===== config.mk =====
export PLATFORM = sky130hd
export DESIGN_NAME = add_share_scheduler
export DESIGN_NICKNAME = d
export VERILOG_FILES = /design/src/rtl/add_share_scheduler_pkg.sv /design/src/rtl/add_share_scheduler_cla.sv /design/src/rtl/add_share_scheduler.sv
export SDC_FILE = /design/constraint.sdc
export NUM_CORES = 1
export LEC_CHECK = 0
export ABC_AREA = 1
export BUFFER_PORTS_ARGS = -buffer_cell sky130_fd_sc_hd__buf_2
export CORE_AREA = 3 3 188 190
export DETAILED_ROUTE_END_ITERATION = 6
export DIE_AREA = 0 0 191 193
export PLACE_DENSITY = 0.53
export SYNTH_ARGS = -nofsm -noshare
export SYNTH_HDL_FRONTEND = slang
export SYNTH_SLANG_ARGS = --single-unit

===== constraint.sdc =====
create_clock -name clk -period 5.65 [get_ports clk]
set_input_delay 0.565 -clock clk [delete_from_list [all_inputs] [get_ports clk]]
set_output_delay 0.565 -clock clk [all_outputs]
set_load 0.01 [all_outputs]

===== src/rtl/add_share_scheduler_pkg.sv =====
// Shared definitions for the two-requester multi-word add scheduler.
package add_share_scheduler_pkg;

   localparam int WIDTH_DEF = 64;

   typedef enum logic [1:0] {
      IDLE  = 2'd0,
      LOCK0 = 2'd1,
      LOCK1 = 2'd2
   } state_t;

endpackage


===== src/rtl/add_share_scheduler_cla.sv =====
// Combinational word adder with carry-in/carry-out, shared by both requesters.
module cla_word_add
   import add_share_scheduler_pkg::*;
#(
   parameter int WIDTH = WIDTH_DEF
) (
   input  logic [WIDTH-1:0] a,
   input  logic [WIDTH-1:0] b,
   input  logic             cin,
   output logic [WIDTH-1:0] sum,
   output logic             cout
);

   assign {cout, sum} = {1'b0, a} + {1'b0, b} + {{WIDTH{1'b0}}, cin};

endmodule


===== src/rtl/add_share_scheduler.sv =====
// Arbitrates one word adder between two requesters; multi-word operations
// hold the lock and chain carry until the requester's last word.
//
//   state | meaning
//   IDLE  | no operation in flight; round-robin grant, carry-in 0
//   LOCK0 | requester 0 mid-operation; only it is served, carry-in = carry_q
//   LOCK1 | requester 1 mid-operation; only it is served, carry-in = carry_q
module add_share_scheduler
   import add_share_scheduler_pkg::*;
#(
   parameter int WIDTH = WIDTH_DEF
) (
   input  logic             clk,
   input  logic             rst,
   input  logic             req0_valid,
   output logic             req0_ready,
   input  logic [WIDTH-1:0] req0_a,
   input  logic [WIDTH-1:0] req0_b,
   input  logic             req0_last,
   input  logic             req1_valid,
   output logic             req1_ready,
   input  logic [WIDTH-1:0] req1_a,
   input  logic [WIDTH-1:0] req1_b,
   input  logic             req1_last,
   output logic             res_valid,
   input  logic             res_ready,
   output logic [WIDTH-1:0] res_sum,
   output logic             res_cout,
   output logic             res_id,
   output logic             res_last
);

   state_t           state, state_nx;
   logic             rr, rr_nx;
   logic             carry_q;
   logic             grant0, grant1;
   logic             can_take, xfer;
   logic             op_id, op_last, cin, cout;
   logic [WIDTH-1:0] op_a, op_b, sum;

   always_comb begin
      grant0 = 1'b0;
      grant1 = 1'b0;
      case (state)
         IDLE: begin
            if (req0_valid && (!req1_valid || !rr)) grant0 = 1'b1;
            else if (req1_valid)                    grant1 = 1'b1;
         end
         LOCK0:   grant0 = 1'b1;
         LOCK1:   grant1 = 1'b1;
         default: ;
      endcase
   end

   // Readies are forced low during reset so nothing is accepted in that cycle.
   assign can_take   = !res_valid || res_ready;
   assign req0_ready = grant0 && can_take && !rst;
   assign req1_ready = grant1 && can_take && !rst;
   assign xfer       = (req0_valid && req0_ready) || (req1_valid && req1_ready);

   assign op_id   = grant1;
   assign op_a    = grant1 ? req1_a    : req0_a;
   assign op_b    = grant1 ? req1_b    : req0_b;
   assign op_last = grant1 ? req1_last : req0_last;
   assign cin     = (state == IDLE) ? 1'b0 : carry_q;

   cla_word_add #(.WIDTH(WIDTH)) u_add (
      .a    (op_a),
      .b    (op_b),
      .cin  (cin),
      .sum  (sum),
      .cout (cout)
   );

   always_comb begin
      state_nx = state;
      rr_nx    = rr;
      if (state != IDLE && state != LOCK0 && state != LOCK1) begin
         state_nx = IDLE;
      end else if (xfer) begin
         if (op_last) begin
            state_nx = IDLE;
            rr_nx    = ~op_id;
         end else begin
            state_nx = op_id ? LOCK1 : LOCK0;
         end
      end
   end

   always_ff @(posedge clk) begin
      if (rst) begin
         state     <= IDLE;
         rr        <= 1'b0;
         carry_q   <= 1'b0;
         res_valid <= 1'b0;
         res_sum   <= '0;
         res_cout  <= 1'b0;
         res_id    <= 1'b0;
         res_last  <= 1'b0;
      end else begin
         state <= state_nx;
         rr    <= rr_nx;
         if (xfer) begin
            carry_q   <= cout;
            res_valid <= 1'b1;
            res_sum   <= sum;
            res_cout  <= cout;
            res_id    <= op_id;
            res_last  <= op_last;
         end else if (res_ready) begin
            res_valid <= 1'b0;
         end
      end
   end

endmodule


# == After elaboration in Yosys (flattened, before gate mapping) ==
# Index checks and enable logic that the tools add are counted.
# word_totals
word_cells,49
register_bits,71
# classes
eq_ne,4
add_sub_neg,2
n_reduce_logical,21
bitwise_logic,2
muxes,13
# ops
cell,n
64-bit two-way mux,2
64-bit by 64-bit adder with 65-bit output,1
65-bit by 1-bit adder with 65-bit output,1
1-bit logical AND,9
1-bit two-way mux,7
1-bit zero test,4
2-bit two-way mux,2
1-bit case mux with 2 select lines,2
2-bit nonzero test,2
1-bit logical OR,3
3-bit AND reduction,1
2-bit by 1-bit == test with 1-bit output (second input constant),1
2-bit == test (second input constant),1
2-bit zero test,1
2-bit by 1-bit != test with 1-bit output (second input constant),1
2-bit != test (second input constant),1
1-bit NOT,2
2-bit OR reduction,1

# == Depth between registers and ports, before layout ==
# Gate-level depths: netlist (run 1).
# logic_depth
depth_word,10
depth_mapped,26
ltp_nobuf,24

# == Hierarchy ==
# From an unflattened synthesis (run 1), not the netlist that was laid out.
# unflattened
hier_cells,2039
area_unflattened_um2,10045.9
# by_module_without_submodules
mod,instances,cells_each,seq_area_each_um2,area_each_um2
cla_word_add,1,1292,0.0,5838.1
add_share_scheduler,1,747,1421.4,4207.8

# == Least setup slack after synthesis (run 1) ==
# Ideal clock, no wire load.
# synth_timing
path_type,input-to-reg
start,in req1_valid
end,reg res_sum[40]
setup_ns,0.114
n_path_buf,2
cell_stages,23
required_time_ns,5.536
arrival_time_ns,3.335
path_slack_ns,2.202
cell_sequence,nand2_1 -> a21oi_2 -> nand2_1 -> nand2_2 -> inv_1 -> clkbuf_1 -> clkbuf_1 -> nand2_1 -> nand2_1 -> fa_1 -> fa_1 -> nand3_1 -> nand3_1 -> nand2_1 -> nand2_1 -> nand2_1 -> nand3_1 -> nand2_1 -> nand2_1 -> nand2_1 -> nand2_1 -> o21bai_1 -> inv_1
# synth_between
elab_chain_len,9
# synth_rtl
element,line,source
from (decl),add_share_scheduler.sv:20,"input logic req1_valid,"
branches (longest 9 deep; another with 64-bit by 64-bit adder with 65-bit output),--,
to (signal assigned),add_share_scheduler.sv:106,res_sum <= sum;
to (decl),add_share_scheduler.sv:27,"output logic [WIDTH-1:0] res_sum,"
# Parallel ways; which one is timed is not known.
# A chain may end at the register's enable or synchronous reset.

# == Final worst setup path (run 1) ==
# layout_timing
start,reg state[0]
end,reg res_sum[59]
# layout_between
elab_chain_len,6
# layout_rtl
element,line,source
from (decl),add_share_scheduler.sv:33,"state_t state, state_nx;"
from (signal assigned),add_share_scheduler.sv:101,state <= state_nx;
branches (longest 6 deep; another with 64-bit by 64-bit adder with 65-bit output),--,
# Parallel ways; which one is timed is not known.

==> results of run 1 <==
layout by cell type, fill, tap and decap left out, types with 2 or more instances in the layout:
cell and instances:
a211oi_1 3, a21oi_1 55, and2_1 4, buf_2 332
buf_4 4, clkbuf_16 9, clkinv_1 2, clkinv_4 2
dfxtp_1 71, fa_1 2, ha_1 63, inv_1 416
inv_2 2, inv_6 3, nand2_1 1026, nand2_4 2
nand3_1 81, nand4_1 8, nor2_1 118, nor3_1 14
o211ai_1 5, o21ai_0 54, o21ai_1 13, o21bai_1 23
or2_2 2, xnor2_1 15, xor2_1 15
Yosys cell counts (all sizes together), types with 3 or more instances:
| library cell | number |
|---|---|
| a211oi | 3 |
| xor2 | 15 |
| ha | 63 |
| nand2 | 1028 |
| buf | 19 |
| a21oi | 56 |
| dfxtp | 71 |
| o21bai | 23 |
| xnor2 | 15 |
| nor2 | 119 |
| inv | 420 |
| clkbuf | 31 |
| o211ai | 5 |
| nand4 | 8 |
| nand3 | 82 |
| o21ai | 67 |
| nor3 | 15 |
| and2 | 4 |
worst paths after layout:
path	startpoint	end	slack, ns
worst max-delay path	state[0]	res_sum[59]	1.19
worst min-delay path	rst	res_last	0.44
worst max register to register	state[0]	res_sum[59]	1.19
worst min register to register	rr	rr	0.46
cell type report:
class | instances | area, sq um
Inverter | 421 | 1580
Sequential cell | 71 | 1420
Clock buffer | 9 | 225
Fill cell | 3995 | 21200
Timing Repair Buffer | 336 | 1690
Multi-Input combinational cell | 1511 | 6880
Tap cell | 448 | 561
Clock inverter | 7 | 78.8
registers in the layout (all words and copies together), names as in the netlist:
| signal | count |
|---|---|
| res_id | 1 |
| rr | 1 |
| res_sum | 64 |
| carry_q | 1 |
| res_valid | 1 |
| state | 2 |
| res_last | 1 |
through the flow:
stage | hold slack, ns | power [W]
after floorplan | 0.428 | 0.00172
final | 0.442 | 0.00292
after CTS | 0.430 | 0.00294
after detailed placement | 0.445 | 0.00230
after global placement | 0.448 | 0.00230
after global routing | 0.437 | 0.00319
per-layer routing:
layer | GRT usage | vias to the layer above | share of wire
met5 | 0 | - | 0
met4 | 0.0519 | 0 | 0.019
met3 | 0.0298 | 41 | 0.056
met2 | 0.366 | 339 | 0.46
met1 | 0.284 | 5412 | 0.47
li1 | - | 6670 | -
logic make-up (layout without fill, tap and decap cells):
logic type / count (synthesis) / count (layout)
AO/OA/AOI/OAI: 157 / 157
AND/OR/NAND/NOR: 1259 / 1259
adder cells (fa/ha/maj): 65 / 65
flip-flops: 71 / 71
XOR/XNOR: 30 / 30
buffers and inverters: 471 / 773
power by group through the flow:
stage	Sequential, W	Combinational, W	Clock (W)
after global routing	0.000588	0.00195	0.000653
after detailed placement	0.000595	0.00170	0
after CTS	0.000584	0.00171	0.000641
after floorplan	0.000610	0.00111	0
after global placement	0.000594	0.00171	0
final	0.000584	0.00171	0.000628
==> flow_summary.toml, run 1 <==
[critical_path]
cpPeakStageDelay_ns = 0.61
cpMostUsedCell = "nand2_1"
cp_num_buf_inv = 5
worstSetupEndpointType = "flop"
start_kind = "flop"
crit_chain = "inv_1 > nand2_1 > nand2_4 > inv_4 > buf_4 > nand2_1 > nand2_1 > ha_1 > nand2_1 > inv_1 > nand2_1 > nor2_1 > nand2_1 > nor4_1 > nand2_1 > nand3_1 > nand3_1 > nand2_1 > inv_1"
worstPathMaxFanout = 66
crit_arrival_ns = 4.72
crit_type = "flop to flop"
cp_top_family = "simple AND/OR/NAND/NOR gates"
worstSetupPathDepth = 19
cp.required_ns = 5.91
slowest_stage = "inv_4"
ff2ff_path_depth = 19

[min_path]
holdPathStages = 2
worstHoldPathType = "input pin to flop"

[cells_and_area]
post-route-util = 0.370
diodes = 0
finalNetCount = 2678
area.growth.synth_to_final_pct = 23.2
fin_area_sq_mm = 0.0124
final_cells = 2803
layout-drive-gt1-share = 0.154

[global_route]
grt_pass1_wl_um = 61600
grt_antenna_before_repair = 0
grt_max_degree = 92
grt_usage = 0.213
grt-ovfl-total = 0
grt_pass1_vias = 11900

[place]
dp_slack_ns = 0.777
gp_congestion = 0.934
placedInstanceArea_sq_mm = 0.0121
dp_cells = 2787
detailed_place_hpwl_um = 34300
io_buffers = 332

[clock_network]
cts.sink_count = 71
clk_pin_slew_worst_paths_ns = 0.07
ctsResizeCount = 0
numCtsBuffers = 9
post_cts_buffers = 0
h-tree-depth = 3
root_buffer = "clkbuf_16"
clockBufferDepth = 2
cts.hold.buffers_added = 0
clkLatencyLatePin_ns = 0.36
cts_tree = "built"

[timing]
period_share = 0.789
setup_ws_ns = 1.19
slew_violations = 0
slew_headroom = 0.324
final-setup-viol-count = 0
rsz0062_at_grt = "false"
finalHoldViolations = 0
fin_crit_ns = 4.46
clock.fmax_mhz = 224
finalSetupTns_ns = 0
worst_slew_pin_slew_ns = 1.01
skew_ns = 0.00701

[yosys]
syn-cell-area_sq_mm = 0.0101
synth_top_family_by_area = "simple AND/OR/NAND/NOR gates"
synthFlopType = "dfxtp_1"
synth-seq-cells = 71
synthCells = 2053
synth_edf_count = 0
postSynthAreaPerCell_sq_um = 4.92
synth-simple-area-share = 0.485
yosysTopAreaCellShare = 0.381
synth_mux_area_frac = 0
syn_nets = 2381
ys_seq_area_frac = 0.141
synth_top_cell_by_area = "nand2_1"
synth_adder_area_share = 0.0820
ys_types = 36
synth_area_leaders = "nand2_1, inv_1, dfxtp_1"
synth_warnings = 0
synth-compound-area-share = 0.0865
synthArstFlopShare = 0
synth_xor_area_frac = 0.0260

[die]
std_cell_rows = 67
die_x_um = 191
start_util = 0.300
core_sq_mm = 0.0336
die-area_sq_mm = 0.0369
die_h_um = 193
ios = 333

[drt]
routed_wl_um = 40500
dr.pass1.iters = 5
drt-initial-drc-count = 664
wire_per_inst_um = 14.4
viasPerCell = 4.45
num_vias = 12500
postRouteAntennaNets = 0
post-route-drc-count = 0

[power]
p_int_w = 0.00147
combPwrFrac = 0.586
p_leak_nw = 8.41
power_density_mw_per_mm2 = 235
power_frac_clock = 0.215
p_sw_frac = 0.497
vdd_drop_max_mv = 0.132
p_sw_w = 0.00145
p_seq_frac = 0.200

[job]
drv_cap = 0

[status]
outcome = "finished clean"
Power figures use the tool's default switching activity.
==> run 2, diff against run 1 <==
Clock period 5.65 ns to 4.23 ns, I/O delays scaled along.
==> run 2 against run 1 <==
Compared with the run above: first-iteration DRC count up 4.4%; non-clock buffer count up 3; sequential power is 34% higher; register-to-register slack lost 0.98 ns; clock power grew 28%; maximum frequency increased by 11%; cell count is 0.11% higher; critical path depth unchanged.
==> flow_summary.toml, run 2 (same netlist as run 1, synthesis figures left out) <==
[global_route]
grt_pass1_wl_um = 63600
grt_pass1_vias = 11800
grt_max_degree = 80
grt-ovfl-total = 0
grt_usage = 0.222
grt_antenna_before_repair = 0

[timing]
finalSetupTns_ns = 0
holdWs_ns = 0.284
rsz0062_at_grt = "false"
finalHoldViolations = 0
clock.fmax_mhz = 249
period_share = 0.949
fin_crit_ns = 4.01
slew_violations = 0
final-setup-viol-count = 0
skew_ns = 0.0117
slew_headroom = 0.341
worst_slew_pin_slew_ns = 0.982

[clock_network]
numCtsBuffers = 9
h-tree-depth = 3
cts_tree = "built"
ctsResizeCount = 0
clkLatencyLatePin_ns = 0.37
root_buffer = "clkbuf_16"
clockBufferDepth = 2
cts.sink_count = 71
cts.hold.buffers_added = 0
clk_pin_slew_worst_paths_ns = 0.07
post_cts_buffers = 0

[drt]
num_vias = 12400
viasPerCell = 4.43
drt-initial-drc-count = 693
routed_wl_um = 41600
dr.pass1.iters = 5
postRouteAntennaNets = 0
wire_per_inst_um = 14.8
post-route-drc-count = 0

[cells_and_area]
reg.largest.list = "res_sum (64), state (2)"
top_register = "res_sum"
layout_commonest_cell = "nand2_1"
layout-drive-gt1-share = 0.155
final_cell_mix = "nand2_1, inv_1, buf_2"
diodes = 0
area.growth.synth_to_final_pct = 23.5
finalNetCount = 2681
largest_reg_flops = 64

[die]
core_sq_mm = 0.0336
die_h_um = 193
die_x_um = 191
ios = 333
start_util = 0.300
std_cell_rows = 67
die-area_sq_mm = 0.0369

[min_path]
hp-start = "rst"
worstHoldPathType = "input pin to flop"

[critical_path]
r2r_start = "rr"
cp_num_buf_inv = 3
crit_arrival_ns = 4.28
slowest_stage = "nor3_1"
cpMostUsedCell = "nand2_1"
worstPathMaxFanout = 62
cpPeakStageDelay_ns = 0.60
cp.required_ns = 4.50
cp_top_family = "simple AND/OR/NAND/NOR gates"
crit_chain = "nand2_1 > a21oi_2 > nand2_1 > nand2_4 > buf_4 > nand2_1 > nand2_1 > ha_1 > nand2_1 > nor2_1 > inv_1 > nor3_1 > nand3_1 > nand2_1 > nand2_1 > nand3_1 > nand3_1 > nand2_1 > inv_1"
worstSetupEndpointType = "flop"
crit_type = "flop to flop"
start_kind = "flop"
startpoint = "rr"

[status]
outcome = "finished clean"

[place]
io_buffers = 332
gp_congestion = 0.955
detailed_place_hpwl_um = 35700

[power]
power_density_mw_per_mm2 = 312
p_sw_w = 0.00198
p_sw_frac = 0.509
vdd_drop_max_mv = 0.194
power_frac_clock = 0.207
p_leak_nw = 8.42
p_seq_frac = 0.201
p_int_w = 0.00191
combPwrFrac = 0.593

[job]
drv_cap = 0
run 2: changes by cell type in the layout (fill, tap and decap cells not counted), sizes merged:
cell	before	now
buf	336	339
bufinv	1	0
clkinv	5	6
clkinvlp	0	1
inv	422	421
run 2: area by class of cell:
| type | count | area [sq um] |
|---|---|---|
| clock buffers | 9 | 225 |
| clock inverters | 7 | 56.3 |
| fillers | 4009 | 21100 |
| inverters | 421 | 1580 |
| multi-input cells | 1511 | 6880 |
| flip-flops and latches | 71 | 1420 |
| well taps | 448 | 561 |
| repair buffers | 339 | 1750 |
run 2: final timing paths:
path	to	slack (ns)	depth (start not counted)
setup / recovery	res_sum[57]	0.22	19
hold / removal	res_last	0.28	2
setup reg to reg	res_sum[57]	0.22	19
hold reg to reg	rr	0.46	2
run 2: per-layer routing:
| layer | up-vias | wire length (um) | track usage | part of all wire |
|---|---|---|---|---|
| met5 | - | 0 | 0 | 0 |
| met4 | 0 | 621 | 0.0460 | 0.015 |
| met3 | 35 | 1920 | 0.0293 | 0.046 |
| met2 | 281 | 19200 | 0.383 | 0.46 |
| met1 | 5439 | 19800 | 0.299 | 0.48 |
| li1 | 6674 | - | - | - |
run 2: through the flow:
step / cells / cell area, sq um / total power, W / worst slack, ns / util
global placement: 2790 / 12200 / 0.00312 / 0.0602 / 0.363
detailed placement: 2790 / 12200 / 0.00311 / 0.120 / 0.363
global route: 2806 / 12500 / 0.00427 / 0.0350 / 0.371
CTS: 2806 / 12500 / 0.00393 / 0.340 / 0.371
floorplan: 2053 / 10100 / 0.00230 / 0.924 / -
finish: 2806 / 12500 / 0.00390 / 0.215 / 0.371
run 2: power by group through the flow:
stage / sequential [W] / combinational (W) / clock [W]
floorplan: 0.000815 / 0.00149 / 0
global placement: 0.000797 / 0.00232 / 0
detailed placement: 0.000797 / 0.00231 / 0
CTS: 0.000783 / 0.00232 / 0.000823
global route: 0.000790 / 0.00263 / 0.000854
finish: 0.000781 / 0.00231 / 0.000806
==> run 3, diff against run 2 <==
Settings changed: CAP_MARGIN set to 25, CORE_AREA 3 3 188 190 to 2 2 187 189, DIE_AREA 0 0 191 193 to 0 0 189 191.
==> run 3 against run 2 <==
Compared with the run above: worst hold slack better by 0.0079 ns; count of clock-buffer cells in the layout unchanged; combinational power about the same; clock skew up 0.0057 ns; critical path depth unchanged.
==> flow_summary.toml, run 3 (same netlist as run 1, synthesis figures left out) <==
[critical_path]
cp_top_family = "simple AND/OR/NAND/NOR gates"
worstSetupEndpointType = "flop"
crit_type = "flop to flop"
crit_arrival_ns = 4.00
cp_num_buf_inv = 3
cpMostUsedCell = "nand2_1"
start_kind = "flop"
cp.required_ns = 4.48
crit_chain = "nand2_1 > a21oi_2 > nand2_1 > nand2_4 > inv_4 > buf_12 > nand2_1 > nand2_1 > ha_1 > nand2_1 > nor2_1 > nand2_1 > nor2_1 > a21boi_0 > nor2_1 > nand2_1 > nand3_1 > nand3_1 > inv_1"
cpPeakStageDelay_ns = 0.59
worstPathMaxFanout = 65
slowest_stage = "a21boi_0"

[global_route]
grt-ovfl-total = 0
grt_pass1_wl_um = 63500
grt_usage = 0.226
grt_pass1_vias = 12000
grt_antenna_before_repair = 0
grt_max_degree = 80

[power]
combPwrFrac = 0.584
p_int_w = 0.00198
p_seq_frac = 0.197
vdd_drop_max_mv = 0.191
p_sw_frac = 0.501
p_sw_w = 0.00199
power_density_mw_per_mm2 = 317
finalPower_w = 0.00396
power_frac_clock = 0.219
p_leak_nw = 8.44

[drt]
dr.pass1.iters = 5
wire_per_inst_um = 14.7
num_vias = 12500
post-route-drc-count = 0
drt-initial-drc-count = 643
postRouteAntennaNets = 0
routed_wl_um = 41300
viasPerCell = 4.43

[cells_and_area]
top_register = "res_sum"
final_cell_mix = "nand2_1, inv_1, buf_2"
reg.largest.list = "res_sum (64), state (2)"
diodes = 0
layout_commonest_cell = "nand2_1"
layout-drive-gt1-share = 0.156
finalNetCount = 2682
largest_reg_flops = 64
post-route-util = 0.367
area.growth.synth_to_final_pct = 24.0

[clock_network]
clkLatencyLatePin_ns = 0.36
root_buffer = "clkbuf_16"
clk_pin_slew_worst_paths_ns = 0.07
post_cts_buffers = 0
cts.sink_count = 71
cts_tree = "built"
h-tree-depth = 3
numCtsBuffers = 9
cts.hold.buffers_added = 0
clockBufferDepth = 2
ctsResizeCount = 0

[timing]
worst_slew_pin_slew_ns = 0.777
rsz0062_at_grt = "false"
final-setup-viol-count = 0
fin_crit_ns = 3.75
slew_violations = 0
finalHoldViolations = 0
slew_headroom = 0.482
holdWs_ns = 0.292
skew_ns = 0.0174
period_share = 0.887
clock.fmax_mhz = 267
finalSetupTns_ns = 0

[die]
die-area_sq_mm = 0.0361
die_x_um = 189
std_cell_rows = 68
start_util = 0.296
core_sq_mm = 0.0341
die_h_um = 191
ios = 333

[job]
drv_cap = 0

[min_path]
worstHoldPathType = "input pin to flop"

[place]
gp_congestion = 0.937
detailed_place_hpwl_um = 35200
io_buffers = 332

[status]
outcome = "finished clean"
run 3: routing by layer:
layer,track usage,vias up,part of all wire
li1,-,6687,-
met1,0.288,5406,0.46
met2,0.399,336,0.47
met3,0.0310,38,0.053
met4,0.0589,0,0.023
met5,0,-,0
run 3: per-stage QoR:
| stage | worst slack [ns] | cells | cell area (sq um) |
|---|---|---|---|
| after floorplan | 0.924 | 2053 | 10100 |
| after global placement | 0.327 | 2798 | 12200 |
| after detailed placement | 0.340 | 2798 | 12200 |
| after CTS | 0.521 | 2814 | 12500 |
| after global routing | 0.161 | 2814 | 12500 |
| final | 0.478 | 2814 | 12500 |
run 3: power groups by stage:
stage / Combinational (W) / Clock (W) / Sequential (W)
6_report: 0.00231 / 0.000868 / 0.000783
5_1_grt: 0.00261 / 0.000904 / 0.000791
4_1_cts: 0.00232 / 0.000886 / 0.000783
3_5_place_dp: 0.00230 / 0 / 0.000798
3_3_place_gp: 0.00232 / 0 / 0.000797
2_1_floorplan: 0.00149 / 0 / 0.000815
run 3: final cells by class:
| type | count | area, sq um |
|---|---|---|
| fill | 4011 | 21600 |
| inverter | 421 | 1580 |
| sequential | 71 | 1420 |
| timing repair buffer | 340 | 1760 |
| multi-input combinational | 1511 | 6880 |
| clock inverter | 7 | 85.1 |
| tap | 455 | 569 |
| clock buffer | 9 | 225 |
run 3: worst paths after layout:
kind                            start          end  depth (start not counted)  slack (ns)
worst max register to register     rr  res_sum[32]                         19        0.48
worst min-delay path              rst     res_last                          2        0.29
worst max-delay path               rr  res_sum[32]                         19        0.48
worst min register to register     rr           rr                          2        0.47
